### config.mk
export PLATFORM = sky130hd
export DESIGN_NAME = viterbi_traceback
export DESIGN_NICKNAME = d
export VERILOG_FILES = /design/src/rtl/viterbi_traceback.sv
export SDC_FILE = /design/constraint.sdc
export NUM_CORES = 1
export LEC_CHECK = 0
export BUFFER_PORTS_ARGS = -buffer_cell sky130_fd_sc_hd__clkbuf_2
export CAP_MARGIN = 10
export CORE_MARGIN = 2
export CORE_UTILIZATION = 55
export DETAILED_ROUTE_END_ITERATION = 12
export PLACE_DENSITY = 0.7
export SYNTH_ARGS = -nofsm -noshare
export SYNTH_HDL_FRONTEND = slang
export SYNTH_SLANG_ARGS = --single-unit
### constraint.sdc
create_clock -name clk -period 5.7 [get_ports clk]
set_input_delay 0 -clock clk [delete_from_list [all_inputs] [get_ports clk]]
set_output_delay 0 -clock clk [all_outputs]
set_load 0.01 [all_outputs]
### src/rtl/viterbi_traceback.sv
// Survivor-path traceback for an 8-state (K=4) Viterbi decoder: stores BLOCK
// survivor vectors, traces back from the best final state, then emits bits in time order.
module viterbi_traceback #(
  parameter int BLOCK  = 8,
  parameter int NSTATE = 8
) (
  input  logic              clk,
  input  logic              rst_n,
  input  logic              sv_valid,
  output logic              sv_ready,
  input  logic [NSTATE-1:0] sv_bits,
  input  logic [2:0]        sv_best,
  output logic              dec_valid,
  input  logic              dec_ready,
  output logic              dec_bit,
  output logic              dec_last
);

  localparam int AW = $clog2(BLOCK);
  localparam logic [AW-1:0] LAST = AW'(BLOCK - 1);
  localparam logic [AW-1:0] ONE  = AW'(1);

  localparam logic [1:0] S_FILL  = 2'd0;
  localparam logic [1:0] S_TRACE = 2'd1;
  localparam logic [1:0] S_EMIT  = 2'd2;

  logic [1:0]        state_q, state_d;
  logic [AW-1:0]     wr_cnt_q, wr_cnt_d;
  logic [AW-1:0]     idx_q, idx_d;
  logic [AW-1:0]     rd_cnt_q, rd_cnt_d;
  logic [2:0]        cur_state_q, cur_state_d;
  logic              sv_ready_q, sv_ready_d;
  logic              dec_valid_q, dec_valid_d;
  logic              dec_bit_q, dec_bit_d;
  logic              dec_last_q, dec_last_d;

  logic [NSTATE-1:0] mem_q [BLOCK];
  logic [BLOCK-1:0]  out_buf_q;
  logic              mem_we_s;
  logic              buf_we_s;
  logic              sel_s;
  logic [AW-1:0]     rd_nxt_s;

  assign sel_s    = mem_q[idx_q][cur_state_q];
  assign rd_nxt_s = rd_cnt_q + ONE;

  always_comb begin
    state_d     = state_q;
    wr_cnt_d    = wr_cnt_q;
    idx_d       = idx_q;
    rd_cnt_d    = rd_cnt_q;
    cur_state_d = cur_state_q;
    dec_valid_d = dec_valid_q;
    dec_bit_d   = dec_bit_q;
    dec_last_d  = dec_last_q;
    mem_we_s    = 1'b0;
    buf_we_s    = 1'b0;
    case (state_q)
      S_FILL: begin
        if (sv_valid && sv_ready_q) begin
          mem_we_s = 1'b1;
          if (wr_cnt_q == LAST) begin
            cur_state_d = sv_best;
            idx_d       = LAST;
            wr_cnt_d    = '0;
            state_d     = S_TRACE;
          end else begin
            wr_cnt_d = wr_cnt_q + ONE;
          end
        end else begin
          wr_cnt_d = wr_cnt_q;
        end
      end
      S_TRACE: begin
        // Predecessor of s under selection b is {b, s[2:1]}; decoded bit is s[0].
        buf_we_s    = 1'b1;
        cur_state_d = {sel_s, cur_state_q[2:1]};
        if (idx_q == '0) begin
          rd_cnt_d = '0;
          state_d  = S_EMIT;
        end else begin
          idx_d = idx_q - ONE;
        end
      end
      S_EMIT: begin
        // First EMIT cycle loads the output register; later cycles advance on handshake.
        if (!dec_valid_q) begin
          dec_valid_d = 1'b1;
          dec_bit_d   = out_buf_q[rd_cnt_q];
          dec_last_d  = (rd_cnt_q == LAST);
        end else if (dec_ready) begin
          if (dec_last_q) begin
            dec_valid_d = 1'b0;
            dec_bit_d   = 1'b0;
            dec_last_d  = 1'b0;
            rd_cnt_d    = '0;
            state_d     = S_FILL;
          end else begin
            rd_cnt_d   = rd_nxt_s;
            dec_bit_d  = out_buf_q[rd_nxt_s];
            dec_last_d = (rd_nxt_s == LAST);
          end
        end else begin
          dec_valid_d = dec_valid_q;
        end
      end
      default: begin
        state_d     = S_FILL;
        dec_valid_d = 1'b0;
        dec_bit_d   = 1'b0;
        dec_last_d  = 1'b0;
      end
    endcase
    sv_ready_d = (state_d == S_FILL);
  end

  // Control and output registers.
  always_ff @(posedge clk or negedge rst_n) begin
    if (!rst_n) begin
      state_q     <= S_FILL;
      wr_cnt_q    <= '0;
      idx_q       <= '0;
      rd_cnt_q    <= '0;
      cur_state_q <= 3'd0;
      sv_ready_q  <= 1'b1;
      dec_valid_q <= 1'b0;
      dec_bit_q   <= 1'b0;
      dec_last_q  <= 1'b0;
    end else begin
      state_q     <= state_d;
      wr_cnt_q    <= wr_cnt_d;
      idx_q       <= idx_d;
      rd_cnt_q    <= rd_cnt_d;
      cur_state_q <= cur_state_d;
      sv_ready_q  <= sv_ready_d;
      dec_valid_q <= dec_valid_d;
      dec_bit_q   <= dec_bit_d;
      dec_last_q  <= dec_last_d;
    end
  end

  // Survivor memory and traceback buffer carry no reset; contents are qualified by the FSM.
  always_ff @(posedge clk) begin
    if (mem_we_s) begin
      mem_q[wr_cnt_q] <= sv_bits;
    end
    if (buf_we_s) begin
      out_buf_q[idx_q] <= cur_state_q[0];
    end
  end

  assign sv_ready  = sv_ready_q;
  assign dec_valid = dec_valid_q;
  assign dec_bit   = dec_bit_q;
  assign dec_last  = dec_last_q;

endmodule

Word level (Yosys, flattened, before mapping). Memory sizes are Yosys's and may differ from the RTL's. Index checks and enable logic that the tools add are counted. Widths: inputs -> output; s select.

Bits in latches: 0. Bits in registers: 26. Logic and storage cells: 91. Memory bits (writable): 64. Bits in read-only memories: 0. Memories kept: 1.

Memories: mem_q (depth 8, width 8, rd ports 1, clocked after Yosys merged registers in 0, write ports 1, line 37) `logic [NSTATE-1:0] mem_q [BLOCK];`.

Reductions and logical operators: 13. Bitwise gates (word level): 1. Multiply operators: 0. Shift-type cells: 0. Magnitude comparators: 5. Eq/ne operators: 12. Add/subtract/negate cells: 3. Mux-type cells: 46. Div/mod/pow operators: 0.

Operator list (number): $mux 3 (10); $mux 1 (18); $pmux 3 s2 (3); $lt 3x4->1 const B (4); $mux 2 (6); $ne 2x2->1 const B (6); $bmux 1 s3 (3); $eq 3x3->1 const B (3); $bwmux 8 (1); $reduce_and 4->1 (2); $add 3x1->3 const B (2); $pmux 1 s2 (3); $pmux 2 s3 (1); $logic_not 2->1 (2); $reduce_and 2->1 (2); $reduce_bool 2->1 (2); $demux 1 s3 (1); $ge 3x1->1 const B (1); $logic_not 3->1 (1); $ne 3x3->1 const B (1); $reduce_and 3->1 (1); $sub 3x1->3 const B (1); $eq 2x1->1 const B (1); $eq 2x2->1 const B (1); other kinds (3) (4).

Logic depth before layout (Yosys ltp). Gate-level depths: netlist (run 1).

Depth after elaboration: 7. Gate-level depth with buffers: 10.

Worst setup path after synthesis (run 1). No wires, ideal clock.

Path kind: register -> register. Start point: reg sv_ready_q, in the netlist sv_ready. End point: mem mem_q[0][0], enable pin. Arrival time: 1764 ps. Required time: 5317 ps. Setup time: 383 ps. Cell stages (with the launch flop): 5. Path slack: 3553 ps. Clock period less this slack: 2147 ps. Path through: dfstp_2 > nand2_1 > nor3_1 > nand2b_1 > nor3_1.

Cells in the longest elaborated chain, start to end: 5.

RTL lines: start: declaration (line 32) `logic sv_ready_q, sv_ready_d;`; start signal: assignment (line 135) `sv_ready_q <= sv_ready_d;`; $logic_and 1x1->1 (line 60) `if (sv_valid && sv_ready_q) begin`; $mux 1 (line 60); $mux 1 (line 58) `case (state_q)`; $mux 1 (line 144) `if (mem_we_s) begin`; $mux 1 (implied by the code) (line 145) `mem_q[wr_cnt_q] <= sv_bits;`; end: declaration (line 37).

No other way between the ends.

Final worst setup path (run 1). Same ends and word-level chain as after synthesis.

==> results of run 1 <==
cell type report:
class | count | area, um2 | area share, %
clock buffers | 10 | 128 | 2.94
clock inverters | 6 | 66.3 | 1.53
inverters | 7 | 26.3 | 0.605
multi-input cells | 129 | 1180 | 27.2
flip-flops and latches | 90 | 2610 | 60.2
well taps | 96 | 120 | 2.77
repair buffers | 30 | 208 | 4.79
metal layers:
metal	vias up	routed length, um
met5	-	0
met1	1122	3110
met2	54	3810
met4	0	146
li1	987	-
met3	13	281
state kept, by name, indices dropped and copies added, names as in the netlist:
register,cells
wr_cnt_q,3
rd_cnt_q,3
mem_q,64
dec_bit,1
state_q,2
idx_q,3
cur_state_q,3
dec_last,1
dec_valid,1
sv_ready,1
out_buf_q,8
critical path, stage by stage, from the launching register on:
cell	delay, ns
dfstp_2	0.57
nand2_1	0.05
nor3_1	0.50
nand2b_1	0.27
nor3_1	0.89
timing repair:
item,in CTS,in global routing
endpoints found under the hold margin,84,0
setup endpoints to repair,0,0
hold buffers,11,0
worst min path at each step:
| stage | slack [ns] | to | depth (start not counted) | startpoint |
|---|---|---|---|---|
| floorplan | -0.30 | cur_state_q[0] | 0 | rst_n |
| global placement | -0.03 | dec_bit | 1 | rst_n |
| detailed placement | -0.03 | state_q[1] | 1 | rst_n |
| CTS | 0.006 | dec_valid | 4 | dec_ready |
| global route | 0.04 | idx_q[2] | 3 | sv_valid |
| finish | 0.02 | dec_valid | 4 | dec_ready |
kinds of logic (layout without fill, tap and decap cells):
family	after synthesis	count (layout)
xor+xnor	1	1
compound gates	26	26
simple gates	58	58
buf+inv	20	53
flops	90	90
fa+ha+maj	7	7
mux	37	37
through the flow:
step	std cells	area, um2	setup slack, ns	total power, mW
4_1_cts	368	4340	3.07	1.91
3_3_place_gp	341	4040	3.20	1.47
6_report	368	4340	3.04	1.90
2_1_floorplan	239	3910	3.55	1.36
3_5_place_dp	341	4040	3.09	1.48
5_1_grt	368	4340	2.80	2.00
cells in the final DEF, fill, tap and decap left out, types with 4 or more instances in the layout:
master         count
nor3_1            10
mux4_1             4
mux4_2            13
o22ai_1            5
edfxtp_1          72
inv_1              7
mux2_2             7
o21ai_0            7
ha_1               7
clkbuf_2          18
mux2i_1           13
nor2_1            16
dlygate4sd3_1     11
nand2b_1           8
clkbuf_8           9
dfrtp_1           17
nand2_1           11
power by group through the flow:
| stage | logic (mW) | registers, mW | clock network (mW) |
|---|---|---|---|
| CTS | 0.506 | 0.966 | 0.438 |
| global placement | 0.492 | 0.975 | 0 |
| detailed placement | 0.497 | 0.980 | 0 |
| floorplan | 0.456 | 0.901 | 0 |
| finish | 0.501 | 0.967 | 0.429 |
| global route | 0.550 | 0.988 | 0.464 |
==> flow_summary.toml, run 1 <==
[clock_tree]
cts_tree = "done"
clkLatencyLatePin_ns = 0.36
clkSlewWorstSetupHoldPaths_ns = 0.09
clock_path_buffers = 2
clockRootBuffer = "clkbuf_8"
cts_resized = 0
post_cts_buffers = 0
htree_num_levels = 3
cts_buffers = 9
clock_sinks = 90

[critical_path]
crit_required_ns = 5.68
start_kind = "flip-flop"
cp_max_fo = 8
reg2reg_from = "sv_ready"
end_kind = "flip-flop"
r2r_slack_ns = 3.04
r2r_cells = 4
cp-startpoint = "sv_ready"
timing.rr.end = "mem_q[0][0]"
crit_end = "mem_q[0][0]"
crit_type = "flip-flop to flip-flop"
crit_arrival_ns = 2.65

[global_route]
grt_pass1_wl_um = 11600
met1_usage_pct = 25.9
track_usage_pct = 21.1
overflow = 0
use_met2_pct = 36.6
met3_usage_pct = 4.38
antenna_found_initial = 0
grt_pass1_vias = 2253
grt_start_max_net_pins = 27
grt.busiest_layer = "met2"

[power_and_ir_drop]
p_seq_share_pct = 51.0
p_leak_nw = 1.59
p_switching_mw = 0.622
powerDensity_nw_per_um2 = 437
pwr-share-comb_pct = 26.4
switching_share_pct = 32.8
p_int_mw = 1.28
p_clk_share_pct = 22.6
peakVddDrop_mv = 0.237

[floorplan]
num_rows = 30
fp.coreArea_um2 = 6830
die_w_um = 88.3
die-area_um2 = 7790
start_util_pct = 57.2
io_pins = 19
die_h_um = 88.3

[placement]
place_congestion = 0.837
place.port_buffers = 18
dpl.hpwl_um = 5040

[sta]
hold_viol_final = 0
max-slew-margin-rel_pct = 26.6
final_max_slew_viol_count = 0
fmax_ghz = 0.376
fin_crit_ns = 2.66
min_period_over_period_pct = 46.7
setup_tns_ns = 0
rsz0062_at_grt = "false"
setup_viol = 0
finalClockSkew_ns = 0.00937
whs_ns = 0.0220
worstMarginPinSlew_ns = 1.09

[yosys]
synth_simple_gate_area_share_pct = 7.82
yosysMostFrequentCell = "edfxtp_1"
synthAdderAreaFrac_pct = 2.24
syn-cell-area_um2 = 3910
synth_ff_type = "edfxtp_1"
yosysTopAreaCell = "edfxtp_1"
synth.top_cell.area_share_pct = 55.3
yosysWarnings = 0
synth_top_family_by_area = "multiplexers"
syn_avg_cell_area_um2 = 16.3
ys_async_sr_fraction_pct = 20.0
synth_compound_area_share_pct = 4.36
synthXorXnorAreaFrac_pct = 0.224
synthMuxAreaShare_pct = 15.5
synthTopCellsByCount = "edfxtp_1, dfrtp_1, nor2_1"
synth_edf_count = 72
ys_seq_area_share_pct = 66.9
synth_nets = 261
synth.area.top_cells = "edfxtp_1, dfrtp_1, mux4_2"
synthCells = 239
ys_ff_latch = 90
synthDistinctLibCells = 37

[drt]
ant_nets = 0
drt-pass1-iter-count = 4
drt_iter0_drc = 99
wl_per_cell_um = 20.0
via_per_inst = 5.91
drc = 0
via_count = 2176
routed_wl_um = 7350

[job]
cap_viol_max_count = 0

[cells_and_area]
drive_above_1_share_pct = 20.2
fill_cells = 514
fin_util_pct = 63.5
n_antenna_cell = 0
area_delta_synth_final_pct = 11.1
final_nets = 289

[worst_hold_path]
hold_class = "input port to flip-flop"

[outcome]
status = "finished clean"
No activity file was read; power rests on OpenSTA's default activity.
==> run 2, diff against run 1 <==
--- a/config.mk
+++ b/config.mk
@@ -10,7 +10,7 @@
 export CORE_MARGIN = 2
 export CORE_UTILIZATION = 55
 export DETAILED_ROUTE_END_ITERATION = 12
-export PLACE_DENSITY = 0.7
+export PLACE_DENSITY = 0.72
 export SYNTH_ARGS = -nofsm -noshare
 export SYNTH_HDL_FRONTEND = slang
 export SYNTH_SLANG_ARGS = --single-unit
==> constraint.sdc (replaced) <==
create_clock -name clk -period 2.3 [get_ports clk]
set_input_delay 0 -clock clk [delete_from_list [all_inputs] [get_ports clk]]
set_output_delay 0 -clock clk [all_outputs]
set_load 0.01 [all_outputs]
==> flow_summary.toml, run 2 (synthesized netlist as in run 1, its figures left out) <==
[outcome]
status = "finished clean"

[floorplan]
io_pins = 19
die_w_um = 88.3
die-area_um2 = 7790
die_h_um = 88.3
fp.coreArea_um2 = 6830
num_rows = 30
start_util_pct = 57.2

[power_and_ir_drop]
pwr-share-comb_pct = 27.6
switching_share_pct = 31.1
p_int_mw = 3.33
powerDensity_nw_per_um2 = 1090
peakVddDrop_mv = 0.587
p_seq_share_pct = 48.7
p_clk_share_pct = 23.7
p_switching_mw = 1.50
p_leak_nw = 1.67

[global_route]
grt_start_max_net_pins = 20
grt_pass1_wl_um = 10900
grt_pass1_vias = 2138
antenna_found_initial = 0
track_usage_pct = 19.7
overflow = 0

[cells_and_area]
final_cell_mix = "edfxtp_1, clkbuf_2, dfrtp_1, nor2_1"
largest_register_ffs = 64
final_common_cell = "edfxtp_1"
reg.largest.list = "mem_q x64, out_buf_q x8"
final_nets = 301
top_register = "mem_q"
fill_cells = 501
drive_above_1_share_pct = 23.6
final_area_um2 = 4450
area_delta_synth_final_pct = 14.0
n_antenna_cell = 0

[clock_tree]
cts_tree = "done"
clkLatencyLatePin_ns = 0.35
clock_path_buffers = 2
clockRootBuffer = "clkbuf_8"
post_cts_buffers = 0
clkSlewWorstSetupHoldPaths_ns = 0.08
htree_num_levels = 3
clock_sinks = 90
cts_buffers = 9

[worst_hold_path]
min-delay-start = "sv_valid"
holdPathEnd = "idx_q[2]"
hold_class = "input port to flip-flop"
whs_path_depth = 3

[critical_path]
r2r_slack_ns = 0.28
r2r_cells = 5
crit_type = "flip-flop to flip-flop"
start_kind = "flip-flop"
cp_max_fo = 11
timing.rr.end = "cur_state_q[2]"
crit_required_ns = 2.52
end_kind = "flip-flop"
reg2reg_from = "idx_q[0]"
crit_arrival_ns = 2.24

[drt]
via_per_inst = 5.57
drt-pass1-iter-count = 4
routed_wl_um = 6910
drt_iter0_drc = 105
wl_per_cell_um = 18.2
via_count = 2118
ant_nets = 0
drc = 0

[placement]
place.port_buffers = 18
placed_area_um2 = 4130
dpl.hpwl_um = 4790
place_congestion = 0.774

[sta]
setup_viol = 0
setup_tns_ns = 0
hold_viol_final = 0
max-slew-margin-rel_pct = 53.8
min_period_over_period_pct = 87.7
final_max_slew_viol_count = 0
whs_ns = 0.0298
fmax_ghz = 0.496
finalClockSkew_ns = 0.00654
rsz0062_at_grt = "false"
fin_crit_ns = 2.02
worstMarginPinSlew_ns = 0.692

[job]
cap_viol_max_count = 0
-- run 2: cell count changes in the layout (fill, tap and decap cells not counted), sizes merged --
cell,delta
clkinv,+2
clkbuf,-1
clkinvlp,-2
buf,+12
bufinv,+1
-- run 2: how the worst max path moves through the flow --
stage,from,endpoint,depth (start not counted),slack (ns)
floorplan,sv_ready,mem_q[0][0],4,0.15
global placement,idx_q[0],cur_state_q[2],5,0.31
detailed placement,idx_q[0],cur_state_q[2],5,0.29
CTS,idx_q[0],cur_state_q[2],5,0.26
global route,idx_q[0],cur_state_q[2],5,0.12
finish,idx_q[0],cur_state_q[2],5,0.28
-- run 2: per-layer routing --
metal / global-route usage, % / routed length (um)
met1: 25.5 / 3010
met2: 32.1 / 3470
met3: 5.41 / 284
met4: 7.44 / 144
met5: 0 / 0
-- run 2: repair_timing --
item | CTS | global route
hold buffers | 11 | 0
resized for setup | 0 | 0
endpoints found under the hold margin | 84 | 0
-- run 2: layout make-up --
class / count / area, um2 / share of cell area [%]
sequential: 90 / 2610 / 58.7
timing repair buffer: 42 / 298 / 6.69
multi-input combinational: 129 / 1180 / 26.5
clock inverter: 7 / 92.6 / 2.08
tap: 96 / 120 / 2.70
clock buffer: 9 / 124 / 2.78
inverter: 7 / 26.3 / 0.590
-- run 2: power by group through the flow --
| stage | Sequential [mW] | Combinational (mW) | Clock [mW] |
|---|---|---|---|
| floorplan | 2.23 | 1.13 | 0 |
| global placement | 2.38 | 1.31 | 0 |
| detailed placement | 2.39 | 1.33 | 0 |
| CTS | 2.36 | 1.35 | 1.17 |
| global route | 2.40 | 1.46 | 1.23 |
| finish | 2.35 | 1.33 | 1.15 |
-- run 2: through the flow --
stage	worst slack [ns]	instances	util, %	total power [mW]
after CTS	0.264	380	65.2	4.88
after global routing	0.116	380	65.2	5.10
after global placement	0.308	353	60.4	3.69
final	0.283	380	65.2	4.83
after detailed placement	0.288	353	60.4	3.73
after floorplan	0.153	239	-	3.36
-- run 2: critical path, stage by stage, from the launching register on --
cell	delay [ns]
dfrtp_1	0.68
mux4_2	0.57
mux2i_1	0.19
nor3b_1	0.08
a221oi_1	0.23
nand4_1	0.12
